File: src/rtl/spawn_pos_sel_pkg.sv
// Shared breakout definitions: coordinate widths, play-area bounds and spawn FSM states.
package spawn_pos_sel_pkg;

  localparam int X_W = 11;
  localparam int Y_W = 10;

  localparam logic [X_W-1:0] X_MIN_DEF = 11'd16;
  localparam logic [X_W-1:0] X_MAX_DEF = 11'd623;
  localparam logic [Y_W-1:0] Y_MIN_DEF = 10'd240;
  localparam logic [Y_W-1:0] Y_MAX_DEF = 10'd400;
  localparam int             MAX_TRIES_DEF = 4;

  typedef enum logic [1:0] {
    IDLE,
    SAMPLE,
    HOLD
  } state_t;

endpackage

File: src/rtl/spawn_pos_sel_pos_clamp.sv
// Combinational play-area range check and per-axis clamp of a raw LFSR coordinate.
// With SPAWN_ALIGN_EN defined, the resulting x is snapped down to the 8-pixel brick grid.
module pos_clamp
  import spawn_pos_sel_pkg::*;
#(
  parameter logic [X_W-1:0] X_MIN = X_MIN_DEF,
  parameter logic [X_W-1:0] X_MAX = X_MAX_DEF,
  parameter logic [Y_W-1:0] Y_MIN = Y_MIN_DEF,
  parameter logic [Y_W-1:0] Y_MAX = Y_MAX_DEF
) (
  input  logic [X_W-1:0] x_in,
  input  logic [Y_W-1:0] y_in,
  output logic           in_range,
  output logic [X_W-1:0] x_out,
  output logic [Y_W-1:0] y_out
);

  logic           x_lo, x_hi, y_lo, y_hi;
  logic [X_W-1:0] x_clamped;

  assign x_lo = (x_in < X_MIN);
  assign x_hi = (x_in > X_MAX);
  assign y_lo = (y_in < Y_MIN);
  assign y_hi = (y_in > Y_MAX);

  assign in_range  = !(x_lo || x_hi || y_lo || y_hi);
  assign x_clamped = x_lo ? X_MIN : (x_hi ? X_MAX : x_in);
  assign y_out     = y_lo ? Y_MIN : (y_hi ? Y_MAX : y_in);

`ifdef SPAWN_ALIGN_EN
  // X_MIN is grid-aligned, so rounding down never leaves the play area.
  assign x_out = {x_clamped[X_W-1:3], 3'b000};
`else
  assign x_out = x_clamped;
`endif

endmodule

File: src/rtl/spawn_pos_sel.sv
// Ball spawn position selector: bounded rejection sampling of the LFSR, clamp fallback,
// valid/ready output. Optional macro SPAWN_ALIGN_EN aligns spawn_x to the 8-pixel grid.
module spawn_pos_sel
  import spawn_pos_sel_pkg::*;
#(
  parameter logic [X_W-1:0] X_MIN     = X_MIN_DEF,
  parameter logic [X_W-1:0] X_MAX     = X_MAX_DEF,
  parameter logic [Y_W-1:0] Y_MIN     = Y_MIN_DEF,
  parameter logic [Y_W-1:0] Y_MAX     = Y_MAX_DEF,
  parameter int             MAX_TRIES = MAX_TRIES_DEF
) (
  input  logic           clk,
  input  logic           rst_n,
  input  logic [X_W-1:0] x_loc,
  input  logic [Y_W-1:0] y_loc,
  input  logic           req,
  output logic [X_W-1:0] spawn_x,
  output logic [Y_W-1:0] spawn_y,
  output logic           spawn_valid,
  input  logic           spawn_ready,
  output logic [7:0]     fallback_cnt
);

  localparam int TRY_W = (MAX_TRIES > 1) ? $clog2(MAX_TRIES) : 1;
  localparam logic [TRY_W-1:0] LAST_TRY = TRY_W'(MAX_TRIES - 1);

  state_t           state_q, state_d;
  logic [TRY_W-1:0] try_q, try_d;
  logic [X_W-1:0]   x_d;
  logic [Y_W-1:0]   y_d;
  logic             valid_d;
  logic [7:0]       fb_d;

  logic             in_range;
  logic [X_W-1:0]   sel_x;
  logic [Y_W-1:0]   sel_y;

  pos_clamp #(
    .X_MIN(X_MIN),
    .X_MAX(X_MAX),
    .Y_MIN(Y_MIN),
    .Y_MAX(Y_MAX)
  ) u_clamp (
    .x_in    (x_loc),
    .y_in    (y_loc),
    .in_range(in_range),
    .x_out   (sel_x),
    .y_out   (sel_y)
  );

  // An in-range sample passes through the clamp unchanged, so both outcomes load sel_x/sel_y.
  always_comb begin
    state_d = state_q;
    try_d   = try_q;
    x_d     = spawn_x;
    y_d     = spawn_y;
    valid_d = spawn_valid;
    fb_d    = fallback_cnt;
    case (state_q)
      IDLE: begin
        valid_d = 1'b0;
        if (req) begin
          state_d = SAMPLE;
          try_d   = '0;
        end
      end
      SAMPLE: begin
        if (in_range || (try_q == LAST_TRY)) begin
          x_d     = sel_x;
          y_d     = sel_y;
          valid_d = 1'b1;
          state_d = HOLD;
          if (!in_range && (fallback_cnt != 8'hFF)) begin
            fb_d = fallback_cnt + 8'd1;
          end
        end else begin
          try_d = try_q + 1'b1;
        end
      end
      HOLD: begin
        if (spawn_ready) begin
          valid_d = 1'b0;
          state_d = IDLE;
        end
      end
      default: begin
        state_d = IDLE;
        valid_d = 1'b0;
      end
    endcase
  end

  always_ff @(posedge clk or negedge rst_n) begin
    if (!rst_n) begin
      state_q      <= IDLE;
      try_q        <= '0;
      spawn_x      <= '0;
      spawn_y      <= '0;
      spawn_valid  <= 1'b0;
      fallback_cnt <= 8'd0;
    end else begin
      state_q      <= state_d;
      try_q        <= try_d;
      spawn_x      <= x_d;
      spawn_y      <= y_d;
      spawn_valid  <= valid_d;
      fallback_cnt <= fb_d;
    end
  end

`ifdef SPAWN_ALIGN_EN
  always @(posedge clk) begin
    assert (X_MIN[2:0] == 3'd0);
  end
`endif

endmodule

File: config.mk
export PLATFORM = sky130hd
export DESIGN_NAME = spawn_pos_sel
export DESIGN_NICKNAME = d
export VERILOG_FILES = /design/src/rtl/spawn_pos_sel_pkg.sv /design/src/rtl/spawn_pos_sel_pos_clamp.sv /design/src/rtl/spawn_pos_sel.sv
export SDC_FILE = /design/constraint.sdc
export NUM_CORES = 1
export LEC_CHECK = 0
export CORE_MARGIN = 2
export CORE_UTILIZATION = 48
export CTS_CLUSTER_SIZE = 10
export DETAILED_ROUTE_END_ITERATION = 8
export PLACE_DENSITY = 0.84
export SYNTH_ARGS = -nofsm -noshare
export SYNTH_HDL_FRONTEND = slang
export SYNTH_SLANG_ARGS = --single-unit
File: constraint.sdc
create_clock -name clk -period 2.6 [get_ports clk]
set_clock_uncertainty 0.05 [all_clocks]
set_input_delay 0.78 -clock clk [delete_from_list [all_inputs] [get_ports clk]]
set_output_delay 0.78 -clock clk [all_outputs]
set_load 0.01 [all_outputs]
==> results of run 1 <==
## worst paths after layout
check                                  end  slack (ns)  depth (start not counted)
setup / recovery           fallback_cnt[1]        0.01                          8
hold / removal                  spawn_x[9]        0.44                          1
setup reg to reg           fallback_cnt[1]        0.71                          5
hold reg to reg                 spawn_x[9]        0.44                          1
max in group asynchronous       spawn_y[5]        1.40                          2
min in group asynchronous       spawn_x[7]        0.79                          2
## routing by layer
layer	global-route usage [%]	vias to the layer above	wire, um
li1	-	694	-
met4	10.0	0	85
met1	28.6	706	1810
met3	6.70	11	246
met2	41.3	51	2200
met5	0	-	0
## timing repair
item / CTS / global route
pin swaps: 4 / 4
gates cloned: 0 / 0
buffers inserted: 1 / 1
endpoints found under the setup margin: 9 / 11
resized for setup: 11 / 4
## synth_stat cells (all sizes together) (3+ instances only)
| library cell | instances | area, um2 |
|---|---|---|
| dfrtp | 34 | 851 |
| o21ai | 13 | 76.3 |
| nand2 | 11 | 41.3 |
| nor2 | 9 | 41.3 |
| xor2 | 7 | 61.3 |
| mux2 | 6 | 67.6 |
| nand3 | 6 | 30.0 |
| a21oi | 4 | 20.0 |
| a22o | 4 | 37.5 |
| nor3 | 4 | 20.0 |
| nor4 | 4 | 25.0 |
| a21o | 3 | 25.0 |
| buf | 3 | 26.3 |
| mux2i | 3 | 30.0 |
| nand2b | 3 | 18.8 |
| o21bai | 3 | 22.5 |
## stage by stage
stage / std cells / total power [uW] / util (%)
floorplan: 145 / 1410 / -
global placement: 263 / 1910 / 71.5
detailed placement: 263 / 1980 / 71.5
CTS: 270 / 2300 / 74.1
global route: 271 / 2460 / 75.3
finish: 271 / 2320 / 75.3
## power by group
group / total (uW) / internal (uW) / switching [uW]
logic: 1140 / 657 / 483
clock network: 284 / 122 / 162
registers: 898 / 736 / 162
## state kept, by name (all words and copies together) (netlist names)
name,flops
spawn_y,10
fallback_cnt,8
spawn_x,11
try_q,2
spawn_valid,1
state_q,2
## worst register-to-register path: cells and delay by family, from the launching register on
kind | cells | cell delay, ns
DFF | 1 | 0.42
muxes | 1 | 0.29
AOI/OAI and AO/OA | 1 | 0.60
adders and majority gates | 1 | 0.23
and+or+nand+nor | 2 | 0.19
## cell type report
class,count,area [um2]
timing repair buffer,78,733
multi-input combinational,105,792
tap,46,57.6
clock buffer,6,51.3
fill,253,818
inverter,2,7.51
sequential,34,851
## cell families (layout without fill, tap and decap cells)
family / count (synthesis) / count (layout) / synth area share, %
xor+xnor: 7 / 7 / 3.75
flops: 34 / 34 / 52.1
simple gates: 50 / 50 / 16.9
compound gates: 37 / 37 / 17.4
fa+ha+maj: 2 / 2 / 1.53
mux: 9 / 9 / 5.98
buf+inv: 6 / 86 / 2.30
==> out/qor.txt, run 1 <==
vias post-DR: 1,462
most frequent cells in the layout: clkdlybuf4s50_1, dfrtp_1, buf_4
wire per inst: 16.0 um
count of flip-flops with a built-in enable after synthesis: 0
initial antenna violation count: 0
Max Freq: 386 MHz
nets: 253
num rows: 21
Worst Hold Class: flip-flop to flip-flop
TritonRoute pass-1 iters: 4
CP max stage delay: 0.49 ns
Fin Setup TNS: 0 ns
Die Height: 62.3 um
die width: 62.3 um
H-tree levels: 2
setup violators final: 0
Avg Inst Size Synth: 11.3 um2
Synth Warn #: 0
core box area: 0.00331 mm2
WP data required: 2.78 ns
number of global-route vias before repair: 1,532
mapped cell area: 0.00163 mm2
async set or reset register ratio after synthesis: 100%
drt via density: 5.39
DRC Markers: 0
Crit. End Element: flip-flop
share of cells above drive strength 1: 24.9%
hold_buf cts: 0
Fin Hold WS: 0.440 ns
CTS tree: built
slew margin rel.: 50.9%
final setup margin: 0.0107 ns
RSZ-0062 raised after global routing: yes
critical-path cell list: clkdlybuf4s50_1, buf_4, and3_2, a211oi_4, and4_4, buf_4, nor2_2, mux2_2
post-synthesis sequential area ratio: 52.1%
GPL Wtd Cong: 0.766
worst slew pin tran: 0.734 ns
worst vdd ir: 0.489 mV
Max-cap violations: 0
Initial Util: 49.3%
# IOs: 55
Final Max Slew Viols: 0
dpl hpwl: 3.24 mm
clock period minus worst slack: 2.59 ns
Tot GR Track Use: 24.1%
first-pass GRT wire length: 7.22 mm
CTS Buffer Depth: 2
Fin. Hold Viols: 0
Critical Path Source Type: input port
Main synth FF type: dfrtp_1
crit path launch: y_loc[8]
crit path kind: input port to flip-flop
Worst R2R Start: fallback_cnt[0]
P&R area growth vs syn: 52.6%
P_leak: 0.00107 uW
GRT overflow: 0
CTS Sinks: 34
status: finished clean
clk_lat worst skew: 0.34 ns
Critical Path Most Common Cell: buf_4
Worst Path Buf+Inv: 3
Final ANT Viol Nets: 0
Clock transition at path regs: 0.09 ns
syn_nets: 172
synth unique cells: 42
CTS root buffer: clkbuf_4
Port Buffers: 54
Die Area: 0.00388 mm2
Max Fanout on Critical Path: 7
post-route cell area: 0.00249 mm2
period utilisation layout: 99.6%
cell family with the largest share of critical-path delay: buffers and inverters
Place WS: -0.448 ns
Mapped Cells: 145
WP data arrival: 2.77 ns
highest-delay cell along the critical path: clkdlybuf4s50_1
total clock buffers created by CTS: 5
Pwr Density: 932 mW/mm2
largest net degree at the start of global routing: 35
Area after DPL: 0.00237 mm2
drt first-iter violations: 91
Yosys reg bits: 34
hold wc startpoint: spawn_x[9]
Inserted Diodes: 0
DRT Wirelength: 4.34 mm
commonest non-fill, non-tap cell in the layout: clkdlybuf4s50_1
No activity file was read; power rests on OpenSTA's default activity.
==> run 2, diff against run 1 <==
- CAP_MARGIN: unset -> 5
==> results of run 2 <==
Final layout, timing and power as in run 1 (identical DEF).
